[config.mk]
export PLATFORM = sky130hd
export DESIGN_NAME = rdma_rx_s2mm_cmd_gen_flat
export DESIGN_NICKNAME = d
export VERILOG_FILES = /design/src/rtl/rdma_rx_s2mm_cmd_gen_pkg.sv /design/src/rtl/rdma_rx_s2mm_cmd_gen_if.sv /design/src/rtl/rdma_rx_s2mm_cmd_gen_hdr_slot.sv /design/src/rtl/rdma_rx_s2mm_cmd_gen.sv /design/src/flat_wrapper.sv
export SDC_FILE = /design/constraint.sdc
export NUM_CORES = 1
export LEC_CHECK = 0
export CAP_MARGIN = 10
export CORE_ASPECT_RATIO = 1.75
export CORE_UTILIZATION = 49
export CTS_BUF_LIST = sky130_fd_sc_hd__clkbuf_4 sky130_fd_sc_hd__clkbuf_8
export DETAILED_ROUTE_END_ITERATION = 10
export GPL_TIMING_DRIVEN = 0
export MAX_ROUTING_LAYER = met4
export PLACE_DENSITY = 0.73
export REMOVE_ABC_BUFFERS = 1
export SYNTH_ARGS = -nofsm -noshare
export SYNTH_HDL_FRONTEND = slang
export SYNTH_SLANG_ARGS = --single-unit
[constraint.sdc]
create_clock -name iClk -period 5.8 [get_ports iClk]
set_input_delay 1.74 -clock iClk [delete_from_list [all_inputs] [get_ports iClk]]
set_output_delay 1.74 -clock iClk [all_outputs]
set_load 0.01 [all_outputs]
[src/rtl/rdma_rx_s2mm_cmd_gen_pkg.sv]
// rtl/rdma_rx_s2mm_cmd_gen_pkg.sv - shared codes, states and helpers for the RDMA RX S2MM command generator
package rdma_rx_pkg;

  // Error codes reported on o_error_code
  localparam logic [3:0] ERR_NONE    = 4'd0;
  localparam logic [3:0] ERR_ORPHAN  = 4'd1;
  localparam logic [3:0] ERR_TRUNC   = 4'd2;
  localparam logic [3:0] ERR_OPCODE  = 4'd3;
  localparam logic [3:0] ERR_PLEN    = 4'd4;
  localparam logic [3:0] ERR_BTT     = 4'd5;
  localparam logic [3:0] ERR_ADDR    = 4'd6;
  localparam logic [3:0] ERR_KEEP    = 4'd7;
  localparam logic [3:0] ERR_LEN     = 4'd8;
  localparam logic [3:0] ERR_TUSER   = 4'd9;
  localparam logic [3:0] ERR_HDR_OVF = 4'd10;

  // Encoding is visible on o_state, so the values are fixed
  typedef enum logic [2:0] {
    ST_IDLE  = 3'd0,
    ST_HDR0  = 3'd1,
    ST_HDR1  = 3'd2,
    ST_HDR2  = 3'd3,
    ST_CHECK = 3'd4,
    ST_CMD   = 3'd5,
    ST_DATA  = 3'd6,
    ST_DROP  = 3'd7
  } state_t;

  // RDMA header layout: w0 = {qpn, flags, opcode}, w1 = address, w2 = length
  localparam int HDR_OPCODE_LSB = 0;
  localparam int HDR_LEN_BITS   = 23;
  localparam int HDR_BYTES      = 12;

  // DataMover S2MM command: {rsvd, tag, addr, drr, eof, dsa, type, btt}
  function automatic logic [71:0] pack_s2mm_cmd(input logic [3:0]  tag,
                                                input logic [31:0] addr,
                                                input logic [22:0] btt);
    return {4'h0, tag, addr, 1'b0, 1'b1, 6'h00, 1'b1, btt};
  endfunction

  // Number of valid bytes in a 32-bit beat
  function automatic logic [2:0] keep_bytes(input logic [3:0] keep);
    return {2'b00, keep[0]} + {2'b00, keep[1]} + {2'b00, keep[2]} + {2'b00, keep[3]};
  endfunction

endpackage

[src/rtl/rdma_rx_s2mm_cmd_gen_if.sv]
// rtl/rdma_rx_s2mm_cmd_gen_if.sv - header, payload, command and data bundle of the RDMA RX S2MM command generator
interface rdma_rx_s2mm_cmd_gen_if;

  logic        i_hdr_valid;
  logic [15:0] i_hdr_payload_len;
  logic [31:0] i_hdr_src_ip;
  logic [15:0] i_hdr_src_port;

  logic [31:0] s_axis_tdata;
  logic [3:0]  s_axis_tkeep;
  logic        s_axis_tvalid;
  logic        s_axis_tlast;
  logic        s_axis_tuser;
  logic        s_axis_tready;

  logic [71:0] m_cmd_tdata;
  logic        m_cmd_tvalid;
  logic        m_cmd_tready;

  logic [31:0] m_data_tdata;
  logic [3:0]  m_data_tkeep;
  logic        m_data_tvalid;
  logic        m_data_tlast;
  logic        m_data_tready;

  logic        o_done;
  logic        o_error;
  logic [3:0]  o_error_code;
  logic [31:0] o_last_src_ip;
  logic [15:0] o_last_src_port;
  logic [2:0]  o_state;

  // View of the command generator itself
  modport slave (
    input  i_hdr_valid, i_hdr_payload_len, i_hdr_src_ip, i_hdr_src_port,
    input  s_axis_tdata, s_axis_tkeep, s_axis_tvalid, s_axis_tlast, s_axis_tuser,
    output s_axis_tready,
    output m_cmd_tdata, m_cmd_tvalid,
    input  m_cmd_tready,
    output m_data_tdata, m_data_tkeep, m_data_tvalid, m_data_tlast,
    input  m_data_tready,
    output o_done, o_error, o_error_code, o_last_src_ip, o_last_src_port, o_state
  );

  // View of the surroundings: decapsulator, DataMover and status sink
  modport master (
    output i_hdr_valid, i_hdr_payload_len, i_hdr_src_ip, i_hdr_src_port,
    output s_axis_tdata, s_axis_tkeep, s_axis_tvalid, s_axis_tlast, s_axis_tuser,
    input  s_axis_tready,
    input  m_cmd_tdata, m_cmd_tvalid,
    output m_cmd_tready,
    input  m_data_tdata, m_data_tkeep, m_data_tvalid, m_data_tlast,
    output m_data_tready,
    input  o_done, o_error, o_error_code, o_last_src_ip, o_last_src_port, o_state
  );

endinterface

[src/rtl/rdma_rx_s2mm_cmd_gen_hdr_slot.sv]
// rtl/rdma_rx_s2mm_cmd_gen_hdr_slot.sv - one-deep validated-header register with full flag and overflow detect
module rdma_rx_hdr_slot (
  input  logic        clk,
  input  logic        rst,
  input  logic        hdr_valid,
  input  logic [15:0] hdr_payload_len,
  input  logic [31:0] hdr_src_ip,
  input  logic [15:0] hdr_src_port,
  input  logic        free_slot,
  output logic        full,
  output logic [15:0] payload_len,
  output logic [31:0] src_ip,
  output logic [15:0] src_port,
  output logic        overflow
);

  // A pulse landing in the same cycle the slot frees is a legal capture, not an overflow
  assign overflow = hdr_valid & full & ~free_slot;

  // Capture on a pulse when there is room; otherwise keep the old header untouched
  always_ff @(posedge clk) begin
    if (rst) begin
      full        <= 1'b0;
      payload_len <= '0;
      src_ip      <= '0;
      src_port    <= '0;
    end else if (hdr_valid && !overflow) begin
      full        <= 1'b1;
      payload_len <= hdr_payload_len;
      src_ip      <= hdr_src_ip;
      src_port    <= hdr_src_port;
    end else if (free_slot) begin
      full        <= 1'b0;
    end
  end

endmodule

[src/rtl/rdma_rx_s2mm_cmd_gen.sv]
// rtl/rdma_rx_s2mm_cmd_gen.sv - parses the RDMA header of each UDP payload and issues one DataMover S2MM command
module rdma_rx_s2mm_cmd_gen #(
  parameter logic [7:0]  RDMA_OP_WRITE = 8'h01,
  parameter logic [22:0] MAX_BTT       = 23'h7FFFFF,
  parameter logic [31:0] ADDR_BASE     = 32'h1000_0000,
  parameter logic [31:0] ADDR_SIZE     = 32'h0100_0000
) (
  input logic                       iClk,
  input logic                       iRst,
  rdma_rx_s2mm_cmd_gen_if.slave     bus
);

  import rdma_rx_pkg::*;

  state_t      state;
  logic [7:0]  opcode;
  logic [31:0] addr;
  logic [22:0] len;
  logic [23:0] byte_cnt;
  logic [23:0] byte_total;
  logic [3:0]  tag;
  logic [71:0] cmd_tdata;
  logic        cmd_tvalid;
  logic        done;
  logic        error;
  logic [3:0]  error_code;
  logic [31:0] last_ip;
  logic [15:0] last_port;

  logic        in_tready;
  logic        in_accept;
  logic        slot_full;
  logic        slot_ovf;
  logic        slot_free;
  logic [15:0] slot_len;
  logic [31:0] slot_ip;
  logic [15:0] slot_port;
  logic [3:0]  check_code;
  logic [32:0] end_addr;
  logic [32:0] win_end;

  rdma_rx_hdr_slot u_hdr_slot (
    .clk             (iClk),
    .rst             (iRst),
    .hdr_valid       (bus.i_hdr_valid),
    .hdr_payload_len (bus.i_hdr_payload_len),
    .hdr_src_ip      (bus.i_hdr_src_ip),
    .hdr_src_port    (bus.i_hdr_src_port),
    .free_slot       (slot_free),
    .full            (slot_full),
    .payload_len     (slot_len),
    .src_ip          (slot_ip),
    .src_port        (slot_port),
    .overflow        (slot_ovf)
  );

  // Payload is pulled while parsing or draining, and follows the DataMover while forwarding
  always_comb begin
    in_tready = 1'b0;
    case (state)
      ST_HDR0, ST_HDR1, ST_HDR2, ST_DROP: in_tready = 1'b1;
      ST_DATA:                            in_tready = bus.m_data_tready;
      default:                            in_tready = 1'b0;
    endcase
  end

  assign in_accept  = bus.s_axis_tvalid & in_tready;
  // Every accepted tlast returns the FSM to IDLE, which is exactly when the slot frees
  assign slot_free  = in_accept & bus.s_axis_tlast;
  assign byte_total = byte_cnt + {21'd0, keep_bytes(bus.s_axis_tkeep)};

  // 33-bit sums so a high address plus length cannot wrap past the window check
  assign end_addr = {1'b0, addr} + {10'd0, len};
  assign win_end  = {1'b0, ADDR_BASE} + {1'b0, ADDR_SIZE};

  // Header checks in priority order; the first failure names the error
  always_comb begin
    check_code = ERR_NONE;
    if (opcode != RDMA_OP_WRITE) begin
      check_code = ERR_OPCODE;
    end else if ({8'd0, slot_len} != ({1'b0, len} + 24'(HDR_BYTES))) begin
      check_code = ERR_PLEN;
    end else if ((len == '0) || ({1'b0, len} > {1'b0, MAX_BTT})) begin
      check_code = ERR_BTT;
    end else if (({1'b0, addr} < {1'b0, ADDR_BASE}) || (end_addr > win_end)) begin
      check_code = ERR_ADDR;
    end
  end

  // Main packet FSM with registered command, status and error outputs
  always_ff @(posedge iClk) begin
    if (iRst) begin
      state      <= ST_IDLE;
      opcode     <= '0;
      addr       <= '0;
      len        <= '0;
      byte_cnt   <= '0;
      tag        <= '0;
      cmd_tdata  <= '0;
      cmd_tvalid <= 1'b0;
      done       <= 1'b0;
      error      <= 1'b0;
      error_code <= ERR_NONE;
      last_ip    <= '0;
      last_port  <= '0;
    end else begin
      done  <= 1'b0;
      error <= 1'b0;
      case (state)
        ST_IDLE: begin
          if (slot_full || bus.i_hdr_valid) begin
            state <= ST_HDR0;
          end else if (bus.s_axis_tvalid) begin
            state      <= ST_DROP;
            error      <= 1'b1;
            error_code <= ERR_ORPHAN;
          end
        end
        ST_HDR0, ST_HDR1, ST_HDR2: begin
          if (in_accept) begin
            if (bus.s_axis_tlast) begin
              state      <= ST_IDLE;
              error      <= 1'b1;
              error_code <= ERR_TRUNC;
            end else if (bus.s_axis_tkeep != 4'hF) begin
              state      <= ST_DROP;
              error      <= 1'b1;
              error_code <= ERR_KEEP;
            end else if (state == ST_HDR0) begin
              opcode <= bus.s_axis_tdata[HDR_OPCODE_LSB +: 8];
              state  <= ST_HDR1;
            end else if (state == ST_HDR1) begin
              addr  <= bus.s_axis_tdata;
              state <= ST_HDR2;
            end else begin
              len   <= bus.s_axis_tdata[HDR_LEN_BITS-1:0];
              state <= ST_CHECK;
            end
          end
        end
        ST_CHECK: begin
          if (check_code != ERR_NONE) begin
            state      <= ST_DROP;
            error      <= 1'b1;
            error_code <= check_code;
          end else begin
            cmd_tdata  <= pack_s2mm_cmd(tag, addr, len);
            cmd_tvalid <= 1'b1;
            byte_cnt   <= '0;
            state      <= ST_CMD;
          end
        end
        ST_CMD: begin
          if (bus.m_cmd_tready) begin
            cmd_tvalid <= 1'b0;
            tag        <= tag + 4'd1;
            state      <= ST_DATA;
          end
        end
        ST_DATA: begin
          if (in_accept) begin
            byte_cnt <= byte_total;
            if (bus.s_axis_tlast) begin
              state <= ST_IDLE;
              if (byte_total != {1'b0, len}) begin
                error      <= 1'b1;
                error_code <= ERR_LEN;
              end else if (bus.s_axis_tuser) begin
                error      <= 1'b1;
                error_code <= ERR_TUSER;
              end else begin
                done      <= 1'b1;
                last_ip   <= slot_ip;
                last_port <= slot_port;
              end
            end
          end
        end
        ST_DROP: begin
          if (in_accept && bus.s_axis_tlast) begin
            state <= ST_IDLE;
          end
        end
        default: state <= ST_IDLE;
      endcase
      // Header overflow outranks any packet error raised in the same cycle
      if (slot_ovf) begin
        error      <= 1'b1;
        error_code <= ERR_HDR_OVF;
      end
    end
  end

  assign bus.s_axis_tready   = in_tready;
  assign bus.m_cmd_tdata     = cmd_tdata;
  assign bus.m_cmd_tvalid    = cmd_tvalid;
  assign bus.m_data_tdata    = bus.s_axis_tdata;
  assign bus.m_data_tkeep    = bus.s_axis_tkeep;
  assign bus.m_data_tlast    = bus.s_axis_tlast;
  assign bus.m_data_tvalid   = (state == ST_DATA) & bus.s_axis_tvalid;
  assign bus.o_done          = done;
  assign bus.o_error         = error;
  assign bus.o_error_code    = error_code;
  assign bus.o_last_src_ip   = last_ip;
  assign bus.o_last_src_port = last_port;
  assign bus.o_state         = state;

endmodule

[src/flat_wrapper.sv]
// flat-port wrapper written by rule: the top's interface ports become plain ports
module rdma_rx_s2mm_cmd_gen_flat import rdma_rx_pkg::*;
#(
  parameter logic [7:0]  RDMA_OP_WRITE = 8'h01,
  parameter logic [22:0] MAX_BTT       = 23'h7FFFFF,
  parameter logic [31:0] ADDR_BASE     = 32'h1000_0000,
  parameter logic [31:0] ADDR_SIZE     = 32'h0100_0000
)
  (iClk, iRst, bus_i_hdr_valid, bus_i_hdr_payload_len, bus_i_hdr_src_ip, bus_i_hdr_src_port, bus_s_axis_tdata, bus_s_axis_tkeep, bus_s_axis_tvalid, bus_s_axis_tlast, bus_s_axis_tuser, bus_s_axis_tready, bus_m_cmd_tdata, bus_m_cmd_tvalid, bus_m_cmd_tready, bus_m_data_tdata, bus_m_data_tkeep, bus_m_data_tvalid, bus_m_data_tlast, bus_m_data_tready, bus_o_done, bus_o_error, bus_o_error_code, bus_o_last_src_ip, bus_o_last_src_port, bus_o_state);
  rdma_rx_s2mm_cmd_gen_if bus_i ();
  input logic iClk;
  input logic iRst;
  input wire logic [$bits(bus_i.i_hdr_valid)-1:0] bus_i_hdr_valid;
  input wire logic [$bits(bus_i.i_hdr_payload_len)-1:0] bus_i_hdr_payload_len;
  input wire logic [$bits(bus_i.i_hdr_src_ip)-1:0] bus_i_hdr_src_ip;
  input wire logic [$bits(bus_i.i_hdr_src_port)-1:0] bus_i_hdr_src_port;
  input wire logic [$bits(bus_i.s_axis_tdata)-1:0] bus_s_axis_tdata;
  input wire logic [$bits(bus_i.s_axis_tkeep)-1:0] bus_s_axis_tkeep;
  input wire logic [$bits(bus_i.s_axis_tvalid)-1:0] bus_s_axis_tvalid;
  input wire logic [$bits(bus_i.s_axis_tlast)-1:0] bus_s_axis_tlast;
  input wire logic [$bits(bus_i.s_axis_tuser)-1:0] bus_s_axis_tuser;
  output wire logic [$bits(bus_i.s_axis_tready)-1:0] bus_s_axis_tready;
  output wire logic [$bits(bus_i.m_cmd_tdata)-1:0] bus_m_cmd_tdata;
  output wire logic [$bits(bus_i.m_cmd_tvalid)-1:0] bus_m_cmd_tvalid;
  input wire logic [$bits(bus_i.m_cmd_tready)-1:0] bus_m_cmd_tready;
  output wire logic [$bits(bus_i.m_data_tdata)-1:0] bus_m_data_tdata;
  output wire logic [$bits(bus_i.m_data_tkeep)-1:0] bus_m_data_tkeep;
  output wire logic [$bits(bus_i.m_data_tvalid)-1:0] bus_m_data_tvalid;
  output wire logic [$bits(bus_i.m_data_tlast)-1:0] bus_m_data_tlast;
  input wire logic [$bits(bus_i.m_data_tready)-1:0] bus_m_data_tready;
  output wire logic [$bits(bus_i.o_done)-1:0] bus_o_done;
  output wire logic [$bits(bus_i.o_error)-1:0] bus_o_error;
  output wire logic [$bits(bus_i.o_error_code)-1:0] bus_o_error_code;
  output wire logic [$bits(bus_i.o_last_src_ip)-1:0] bus_o_last_src_ip;
  output wire logic [$bits(bus_i.o_last_src_port)-1:0] bus_o_last_src_port;
  output wire logic [$bits(bus_i.o_state)-1:0] bus_o_state;
  assign bus_i.i_hdr_valid = bus_i_hdr_valid;
  assign bus_i.i_hdr_payload_len = bus_i_hdr_payload_len;
  assign bus_i.i_hdr_src_ip = bus_i_hdr_src_ip;
  assign bus_i.i_hdr_src_port = bus_i_hdr_src_port;
  assign bus_i.s_axis_tdata = bus_s_axis_tdata;
  assign bus_i.s_axis_tkeep = bus_s_axis_tkeep;
  assign bus_i.s_axis_tvalid = bus_s_axis_tvalid;
  assign bus_i.s_axis_tlast = bus_s_axis_tlast;
  assign bus_i.s_axis_tuser = bus_s_axis_tuser;
  assign bus_s_axis_tready = bus_i.s_axis_tready;
  assign bus_m_cmd_tdata = bus_i.m_cmd_tdata;
  assign bus_m_cmd_tvalid = bus_i.m_cmd_tvalid;
  assign bus_i.m_cmd_tready = bus_m_cmd_tready;
  assign bus_m_data_tdata = bus_i.m_data_tdata;
  assign bus_m_data_tkeep = bus_i.m_data_tkeep;
  assign bus_m_data_tvalid = bus_i.m_data_tvalid;
  assign bus_m_data_tlast = bus_i.m_data_tlast;
  assign bus_i.m_data_tready = bus_m_data_tready;
  assign bus_o_done = bus_i.o_done;
  assign bus_o_error = bus_i.o_error;
  assign bus_o_error_code = bus_i.o_error_code;
  assign bus_o_last_src_ip = bus_i.o_last_src_ip;
  assign bus_o_last_src_port = bus_i.o_last_src_port;
  assign bus_o_state = bus_i.o_state;
  rdma_rx_s2mm_cmd_gen #(.RDMA_OP_WRITE(RDMA_OP_WRITE), .MAX_BTT(MAX_BTT), .ADDR_BASE(ADDR_BASE), .ADDR_SIZE(ADDR_SIZE)) u_core (.iClk(iClk), .iRst(iRst), .bus(bus_i));
endmodule
Yosys cells after proc, flatten, opt, wreduce, memory -nomap -nowiden
Cells that the tools add are included.
- bits in registers: 275
- input bits: 108
- word-level logic and storage cells: 152
- $add $sub $neg: 7
- magnitude comparators: 2
- eq/ne operators: 31
- mux-type cells: 51
- bitwise logic cells: 15
- reductions and logical operators: 28
- operators by type and width (kind ; number):
    $mux 4 ; 14
    $mux 24 ; 2
    $pmux 24 s2 ; 1
    $mux 3 ; 12
    $add 32x23->33 ; 1
    $gt 33x29->1 const B ; 1
    $lt 32x29->1 const B ; 1
    $add 23x4->24 const B ; 1
    $add 24x3->24 ; 1
    $ne 16x24->1 ; 1
    $ne 24x23->1 ; 1
    $logic_not 23->1 ; 1
    $ne 3x2->1 const B ; 6
    $pmux 3 s6 ; 1
    $reduce_and 6->1 ; 3
    $reduce_and 9->1 ; 2
    $mux 1 ; 16
    $pmux 4 s4 ; 1
    $eq 3x3->1 const B ; 4
    $ne 2x2->1 const B ; 5
    $not 1->1 ; 10
    $reduce_and 5->1 ; 2
    $ne 3x3->1 const B ; 3
    $ne 2x1->1 const B ; 4
    25 further kinds ; 40

Depth between registers and ports, before layout
Gate-level depths: netlist of run 1.
- word-level depth: 11
- gate-level depth with buffers: 19
- mapped depth without buffers: 17

Modules after synthesis
From an unflattened synthesis of run 1, not the netlist that was laid out.
- cell total of the unflattened synthesis: 1726
- area, all modules: 14552.7 µm²
- by module, submodules not included (module ; times used ; cells each ; area an instance (µm²)):
    rdma_rx_s2mm_cmd_gen ; 1 ; 1443 ; 11577.4
    rdma_rx_hdr_slot ; 1 ; 283 ; 2975.4

Worst setup path after synthesis of run 1
Ideal clock, no wire load.
- kind: input to register
- from: input bus_s_axis_tkeep[0]
- to: register u_core.last_ip[28] (netlist: u_core.bus.o_last_src_ip[28])
- library setup time: 0.070 ns
- data arrival time: 5.407 ns
- required time: 5.730 ns
- setup slack: 0.323 ns
- stages on the path: 18
- buffers on the path: 2
- path through: ha_1 > inv_1 > fa_1 > inv_1 > ha_1 > ha_1 > a21o_1 > a21oi_1 > nor4_1 > o21ai_0 > nor4_1 > nand4_1 > nor4_1 > nor2b_1 > buf_2 > buf_2 > nand2_1 > a21oi_1
- word-level cells in the longest chain between the ends: 7
- ends and longest elaborated chain (item ; line ; RTL):
    start, declared ; flat_wrapper.sv:18 ; input wire logic [$bits(bus_i.s_axis_tkeep)-1:0] bus_s_axis_tkeep;
    $add 1x1->2 ; rdma_rx_s2mm_cmd_gen_pkg.sv:43 ; return {2'b00, keep[0]} + {2'b00, keep[1]} + {2'b00, keep[2]} + {2'b00, keep[3]};
    $add 3x1->3 (2 in a row) ; rdma_rx_s2mm_cmd_gen_pkg.sv:43 ;
    $add 24x3->24 ; rdma_rx_s2mm_cmd_gen.sv:70 ; assign byte_total = byte_cnt + {21'd0, keep_bytes(bus.s_axis_tkeep)};
    $ne 24x23->1 ; rdma_rx_s2mm_cmd_gen.sv:165 ; if (byte_total != {1'b0, len}) begin
    $not 1->1 (no line) ; -- ;
    $reduce_and 5->1 (no line) ; -- ;
    end signal, assigned ; rdma_rx_s2mm_cmd_gen.sv:173 ; last_ip <= slot_ip;
    end, declared ; rdma_rx_s2mm_cmd_gen.sv:27 ; logic [31:0] last_ip;
Every way passes these cells.
A chain may end at the register's enable or synchronous reset.

Worst setup path after layout of run 1
- from: input bus_s_axis_tkeep[0]
- to: register u_core.error_code[1] (netlist: u_core.bus.o_error_code[1])
- word-level cells in the longest chain between the ends: 10
- ends and longest elaborated chain (item ; line ; RTL):
    $add 1x1->2 ; rdma_rx_s2mm_cmd_gen_pkg.sv:43 ;
    $add 3x1->3 (2 in a row) ; rdma_rx_s2mm_cmd_gen_pkg.sv:43 ;
    $add 24x3->24 ; rdma_rx_s2mm_cmd_gen.sv:70 ;
    $ne 24x23->1 ; rdma_rx_s2mm_cmd_gen.sv:165 ;
    $mux 4 ; rdma_rx_s2mm_cmd_gen.sv:165 ;
    $mux 4 ; rdma_rx_s2mm_cmd_gen.sv:163 ; if (bus.s_axis_tlast) begin
    $mux 4 ; rdma_rx_s2mm_cmd_gen.sv:161 ; if (in_accept) begin
    $pmux 4 s4 ; rdma_rx_s2mm_cmd_gen.sv:109 ; case (state)
    $mux 4 ; rdma_rx_s2mm_cmd_gen.sv:187 ; if (slot_ovf) begin
    end signal, assigned ; rdma_rx_s2mm_cmd_gen.sv:145 ; error_code <= check_code;
    end, declared ; rdma_rx_s2mm_cmd_gen.sv:26 ; logic [3:0] error_code;
Several ways; a longest one is shown, not always the timed one. The select of a mux whose other input is x is not followed.

==> metrics.yaml, run 1 <==
synth:
  synth_area_per_cell_um2: 7.45
  seq_area_frac_synth_pct: 39.3
  netlist_instances: 1872
  synth-main-ff-cell: "dfxtp_1"
  synth_cell_types: 76
  synthArstFlopShare_pct: 0
  synth_edf_count: 0
  synth_area_mm2: 0.0139
  ys_ff_latch: 274
  yosysWarningCount: 0
worst_setup_path:
  cp.required_ps: 6270
  worst-path-max-fanout: 6
  critPathCaptureType: "register"
  critPathArrivalTime_ps: 6100
  cp-start-kind: "input port"
  r2r_slack_ps: 400
  reg2reg_from: "u_core.len[0]"
  reg2reg_depth: 13
  rr_endpoint: "u_core.bus.m_cmd_tdata[34]"
  path_class: "input port to register"
timing:
  min_period_over_period_pct: 97.1
  finalClockSkew_ps: 18.1
  drv_slew: 0
  worst_pin_slew_ps: 1120
  fmax_ghz: 0.177
  slew_headroom_pct: 25.3
  fin_setup_tns_ps: 0
  report.final.setup_viol: 0
  period_minus_slack_ps: 5630
  worst_slack_ps: 166
  hold_viol: 0
route:
  drcViolationCount: 0
  post_drt_wl_per_cell_um: 18.9
  routed_wl_um: 45900
  vias_per_cell: 5.65
  drtAntennaViolNets: 0
  dr.first_iter.drc_count: 745
  num_vias: 13744
  drt-pass1-iter-count: 5
power:
  ir_worst_vdd_uv: 229
  power_leakage_uw: 0.00624
  powerDensity_mw_per_mm2: 250
  p_total_uw: 4420
layout:
  nets: 2165
  final_cell_mix: "nand2_1, a21oi_1, dfxtp_1, clkdlybuf4s50_1, nor2_1"
  design_area_mm2: 0.0177
  layout.cells.most_common: "nand2_1"
  fillerInstances: 2579
  area_growth_pct: 26.6
  drive_gt1_share_pct: 6.61
  final_cells: 2431
floorplanning:
  floorplan.initialDensity_pct: 49.8
  rows: 81
  core_area_mm2: 0.0280
  die_area_mm2: 0.0292
  fp.dieW_um: 130
  dieHeight_um: 225
  boundaryPins: 277
cts:
  clk_latency_ps: 580
  hold_buffers: 0
  clk_pin_slew_ps: 60
  cts_tree: "yes"
  cts-root-buf: "clkbuf_8"
  clkSinkCount: 274
  cts_buffers: 41
  h-tree-depth: 2
  cts_buffer_depth: 3
grt:
  track_usage_pct: 31.8
  grt_pass1_vias: 13255
  grt_max_degree: 161
  antenna_found_initial: 1
  grt_pass1_wl_um: 69600
  gr-total-overflow: 0
placed_design:
  dpl_cell_area_mm2: 0.0164
  gp_congestion: 0.929
  pre_cts_ws_ps: -1170
  port_buffers: 265
  dp_cells: 2345
  dp_hpwl_um: 32500
flow_run:
  cap_viol_max_count: 0
min_path:
  hold_end: "u_core.bus.m_cmd_tdata[65]"
  min_path_cells: 2
  holdCritPathClass: "register to register"
  hold_path_startpoint: "u_core.bus.m_cmd_tdata[65]"
run_status:
  status: "finished, final reports clean"
==> sequential cells by signal, summed over array words and instances (netlist names) <==
| signal | cells |
|---|---|
| u_core.tag | 4 |
| u_core.addr | 32 |
| u_core.byte_cnt | 24 |
| u_core.bus.m_cmd_tdata | 60 |
| u_core.u_hdr_slot.payload_len | 16 |
| u_core.bus.o_error_code | 4 |
| u_core.bus.m_cmd_tvalid | 1 |
| u_core.bus.o_last_src_ip | 32 |
| u_core.bus.o_last_src_port | 16 |
| u_core.bus.o_done | 1 |
| u_core.opcode | 8 |
| u_core.len | 23 |
| u_core.u_hdr_slot.src_port | 16 |
| u_core.u_hdr_slot.full | 1 |
| u_core.bus.o_error | 1 |
| u_core.u_hdr_slot.src_ip | 32 |
| u_core.bus.o_state | 3 |
==> per-stage QoR <==
stage | util [%] | hold slack (ps)
2_1_floorplan | - | 430
6_report | 63.1 | 448
3_5_place_dp | 58.7 | 443
5_1_grt | 63.1 | 465
3_3_place_gp | 57.9 | 437
4_1_cts | 62.4 | 451
==> cell families (layout without fill, tap and decap cells) <==
family | count (synthesis) | after routing | share of synthesized area, %
flip-flops | 274 | 274 | 39.3
XOR/XNOR | 73 | 73 | 4.59
AND/OR/NAND/NOR | 799 | 800 | 25.0
other | 1 | 12 | 0.0269
AO/OA/AOI/OAI | 456 | 456 | 19.0
multiplexers | 21 | 21 | 1.52
adder cells (fa/ha/maj) | 33 | 33 | 3.12
buffers and inverters | 215 | 389 | 7.33
==> critical path, stage by stage <==
cell and delay [ps]:
clkdlybuf4s50_1 430, ha_1 290, inv_1 50, fa_1 360
inv_1 60, ha_1 250, ha_1 290, a21o_1 170
a21oi_4 120, nor4_4 390, and3_4 260, nor3_1 60
a31oi_2 270, nor4_4 70, buf_4 170, or4b_2 690
a41o_1 250, o21a_1 180
==> layout make-up <==
| cell class | count | area [um2] | share of cell area, % |
|---|---|---|---|
| flip-flops and latches | 274 | 5490 | 31.1 |
| clock buffers | 68 | 848 | 4.81 |
| repair buffers | 284 | 2970 | 16.8 |
| multi-input cells | 1394 | 7670 | 43.4 |
| well taps | 373 | 467 | 2.64 |
| inverters | 29 | 109 | 0.617 |
| diodes | 1 | 2.50 | 0.0142 |
| clock inverters | 8 | 100 | 0.567 |
==> Yosys cell counts (all sizes together) (7+ instances only) <==
cell type,count,area [um2]
nor2,81,304
clkbuf,110,413
nor3,37,185
nand4,17,106
xnor2,45,394
ha,30,375
xor2,28,245
a21oi,290,1450
nor4,22,150
mux2i,20,200
a31oi,19,119
and2,10,62.6
and3,29,181
nand3,46,230
buf,76,500
o21ai,51,255
and4,7,61.3
inv,29,109
dfxtp,274,5490
nand2,511,1920
o211ai,10,75.1
o21a,15,113
==> per-layer routing <==
| metal | global-route usage (%) | vias up | share of wire (%) |
|---|---|---|---|
| li1 | - | 6671 | - |
| met1 | 31.6 | 6405 | 36 |
| met2 | 56.3 | 510 | 52 |
| met3 | 6.89 | 158 | 6.5 |
| met4 | 18.9 | 0 | 6.0 |
| met5 | - | - | 0 |
==> power breakdown <==
group | switching [uW] | internal (uW) | leakage [uW]
combinational | 333 | 280 | 0.00352
clock | 774 | 1020 | 0.000507
sequential | 76.1 | 1940 | 0.00222
total | 1180 | 3240 | 0.00624
==> how the worst max path moves through the flow <==
stage / start / to / slack (ps) / depth (start not counted)
5_1_grt: bus_s_axis_tkeep[0] / u_core.bus.o_last_src_port[7] / -20 / 20
2_1_floorplan: bus_s_axis_tkeep[0] / u_core.bus.o_last_src_ip[0] / -810 / 16
6_report: bus_s_axis_tkeep[0] / u_core.bus.o_error_code[1] / 170 / 18
4_1_cts: u_core.len[0] / u_core.bus.m_cmd_tdata[16] / 30 / 13
3_5_place_dp: bus_s_axis_tkeep[1] / u_core.bus.o_last_src_port[7] / -1170 / 18
3_3_place_gp: iRst / u_core.byte_cnt[21] / -6380 / 4
==> what timing repair did <==
action	4_1_cts	5_1_grt
pin swaps	2	5
resized for setup	9	17
cloned	1	3
setup buffers	2	3
endpoints found under the setup margin	62	90
(Power assumes the default switching activity.)
==> run 2, diff against run 1 <==
--- a/config.mk
+++ b/config.mk
@@ -5,6 +5,7 @@
 export SDC_FILE = /design/constraint.sdc
 export NUM_CORES = 1
 export LEC_CHECK = 0
+export ABC_AREA = 1
 export CAP_MARGIN = 10
 export CORE_ASPECT_RATIO = 1.75
 export CORE_UTILIZATION = 49
==> run 2 against run 1 <==
Synthesized cell count grew 19%. Maximum frequency up 1.8%. Core utilization shrank 1.4 points. Hold slack worse by 5.0 ps. Die area is 4.9% higher. Global-route usage grew 1.6 points. Highest routed layer unchanged.
==> metrics.yaml, run 2 <==
run_status:
  status: "finished, final reports clean"
layout:
  drive_gt1_share_pct: 4.57  # -2.0 points
  area_growth_pct: 23.8
  layout.cells.most_common: "nand2_1"
  n_antenna_cell: 0  # -1
  largest_register_ffs: 60  # unchanged
  final_cell_mix: "nand2_1, nor2_1, inv_1, dfxtp_1, clkdlybuf4s50_1"
  fillerInstances: 2788  # +8.1%
  nets: 2562  # +18%
  fin_util_pct: 61.7  # -1.4 points
  design_area_mm2: 0.0181  # +2.7%
synth:
  synth_edf_count: 0  # unchanged
  yosysWarningCount: 0  # unchanged
  synthArstFlopShare_pct: 0  # unchanged
  netlist_instances: 2227  # +19%
  synth-main-ff-cell: "dfxtp_1"
  synth.area.top_cells: "dfxtp_1, nand2_1, nor2_1"
  synth_simple_gate_area_share_pct: 28.9  # +3.9 points
  synthAdderAreaFrac_pct: 2.97  # -0.15 points
  synth_area_mm2: 0.0146  # +5.0%
  synth_top_family_by_area: "simple AND/OR/NAND/NOR gates"
  ys_ff_latch: 274  # unchanged
  synth_top_area_share_pct: 37.5  # -1.9 points
  synth_xor_area_share_pct: 1.86  # -2.7 points
  synth_compound_area_share_pct: 15.8  # -3.2 points
  synth_area_leader_cell: "dfxtp_1"
  synth_cell_types: 44  # -42%
  synth.most_common_cell: "nand2_1"
  ys_top_cells_by_count: "nand2_1, nor2_1, inv_1"
  synth_area_per_cell_um2: 6.57  # -12%
  muxShareOfSynthArea_pct: 0  # -1.5 points
  seq_area_frac_synth_pct: 37.5  # -1.9 points
min_path:
  min_path_cells: 2  # unchanged
  hold_path_startpoint: "u_core.bus.o_last_src_ip[9]"
  hold_end: "u_core.bus.o_last_src_ip[9]"
  holdCritPathClass: "register to register"
worst_setup_path:
  reg2reg_depth: 20  # +7
  path_class: "input port to register"
  worst-path-max-fanout: 96  # +90
  rr_endpoint: "u_core.bus.m_cmd_tdata[1]"
  r2r_slack_ps: 970  # +570 ps
  reg2reg_from: "u_core.len[7]"
  critPathArrivalTime_ps: 5990  # -110 ps
  critPathCaptureType: "register"
  cp-start-kind: "input port"
  cp.required_ps: 6260  # about the same
floorplanning:
  dieHeight_um: 231  # +2.4%
  rows: 83  # +2.5%
  boundaryPins: 277  # unchanged
  fp.dieW_um: 133  # +2.4%
  die_area_mm2: 0.0306  # +4.9%
  core_area_mm2: 0.0294  # +5.1%
  floorplan.initialDensity_pct: 49.8  # about the same
placed_design:
  dpl_cell_area_mm2: 0.0172  # +4.6%
  port_buffers: 265  # unchanged
  dp_hpwl_um: 37600  # +16%
  gp_congestion: 0.941  # +1.2%
cts:
  h-tree-depth: 2  # unchanged
  cts_buffer_depth: 3  # unchanged
  clk_latency_ps: 590  # about the same
  postCtsSetupBuffers: 0  # -2
  cts-root-buf: "clkbuf_8"
  clk_pin_slew_ps: 70  # about the same
  cts_tree: "yes"
  clkSinkCount: 274  # unchanged
  cts_buffers: 42  # +2.4%
timing:
  min_period_over_period_pct: 95.4  # -1.7 points
  report.final.setup_viol: 0  # unchanged
  rsz0062_at_grt: "no"
  slew_headroom_pct: 21.2  # -4.0 points
  fmax_ghz: 0.181  # +1.8%
  finalClockSkew_ps: 34.6  # +16.5 ps
  drv_slew: 0  # unchanged
  period_minus_slack_ps: 5530  # -99.8 ps
  worst_pin_slew_ps: 1180  # +59.1 ps
  hold_viol: 0  # unchanged
power:
  power_leakage_uw: 0.00801  # +28%
  p_total_uw: 4470  # +1.2%
  powerDensity_mw_per_mm2: 247  # -1.4%
  ir_worst_vdd_uv: 226  # -1.1%
route:
  vias_per_cell: 5.31  # -6.2%
  routed_wl_um: 49600  # +8.1%
  drcViolationCount: 0  # unchanged
  dr.first_iter.drc_count: 877  # +18%
  drtAntennaViolNets: 0  # unchanged
  drt-pass1-iter-count: 5  # unchanged
  num_vias: 15019  # +9.3%
  post_drt_wl_per_cell_um: 17.5  # -7.2%
grt:
  antenna_found_initial: 0  # -1
  grt_pass1_wl_um: 77300  # +11%
  gr-total-overflow: 0  # unchanged
  grt_max_degree: 165  # +2.5%
  track_usage_pct: 33.4  # +1.6 points
  grt_pass1_vias: 14666  # +11%
flow_run:
  cap_viol_max_count: 0  # unchanged
[run 2: stage by stage]
step	hold slack, ps	std cells	setup TNS (ps)	worst slack, ps
2_1_floorplan	427	2105	0	66.7
3_3_place_gp	431	2752	-604070	-3290
3_5_place_dp	436	2757	-8340	-386
4_1_cts	446	2829	0	209
5_1_grt	459	2831	0	40.7
6_report	443	2831	0	266
[run 2: cell type report]
| type | instances | area (um2) | share of cell area, % |
|---|---|---|---|
| clock buffers | 56 | 714 | 3.94 |
| multi-input cells | 1537 | 7320 | 40.4 |
| flip-flops and latches | 274 | 5490 | 30.3 |
| inverters | 294 | 1110 | 6.12 |
| well taps | 382 | 478 | 2.64 |
| repair buffers | 272 | 2810 | 15.5 |
| clock inverters | 16 | 206 | 1.14 |
[run 2: worst max-delay path by stage]
| stage | endpoint | start | slack (ps) | depth (start not counted) |
|---|---|---|---|---|
| floorplan | u_core.bus.o_last_src_ip[0] | bus_s_axis_tkeep[0] | 70 | 19 |
| global placement | u_core.bus.o_last_src_ip[2] | iRst | -3290 | 4 |
| detailed placement | u_core.bus.o_last_src_ip[2] | bus_s_axis_tkeep[1] | -390 | 25 |
| CTS | u_core.bus.o_last_src_ip[2] | bus_s_axis_tkeep[1] | 210 | 25 |
| global route | u_core.bus.o_last_src_ip[2] | bus_s_axis_tkeep[1] | 40 | 25 |
| finish | u_core.bus.o_last_src_ip[2] | bus_s_axis_tkeep[1] | 270 | 25 |
[run 2: per-layer routing]
metal  GRT usage (%)  vias up  wire (um)
met3            5.75      145       2910
met4            20.3        0       3090
met5               -        -          0
li1                -     7486          -
met1            33.4     6870      18200
met2            60.2      518      25500
[run 2: what timing repair did]
item | 4_1_cts | 5_1_grt
hold buffers | 0 | 0
resized for setup | 0 | 3
endpoints found under the setup margin | 0 | 2
[run 2: worst max-delay path, stage by stage]
cell and delay [ps]:
clkdlybuf4s50_1 430, ha_1 280, inv_1 50, fa_1 470
inv_1 50, ha_1 230, fa_1 470, nand2_1 100
nand2_1 50, nand2_1 130, inv_2 80, nand2_1 140
o21bai_1 90, nand2_1 100, inv_1 60, nand2_1 110
nand2_1 70, nor2_1 100, nand2_1 60, nor2_1 210
and2_1 230, nand3_4 100, buf_16 250, o21ai_1 290
a21oi_1 60
[run 2: kinds of logic (layout without fill, tap and decap cells)]
family / Yosys count / count (layout)
compound gates: 454 / 454
flops: 274 / 274
simple gates: 1011 / 1011
other cells: 1 / 11
fa+ha+maj: 33 / 33
xor+xnor: 28 / 28
buf+inv: 426 / 638
[run 2: power by group]
| part | internal, uW | switching [uW] |
|---|---|---|
| Clock | 990 | 800 |
| Sequential | 1960 | 62.0 |
| Combinational | 274 | 386 |
| Total | 3230 | 1250 |
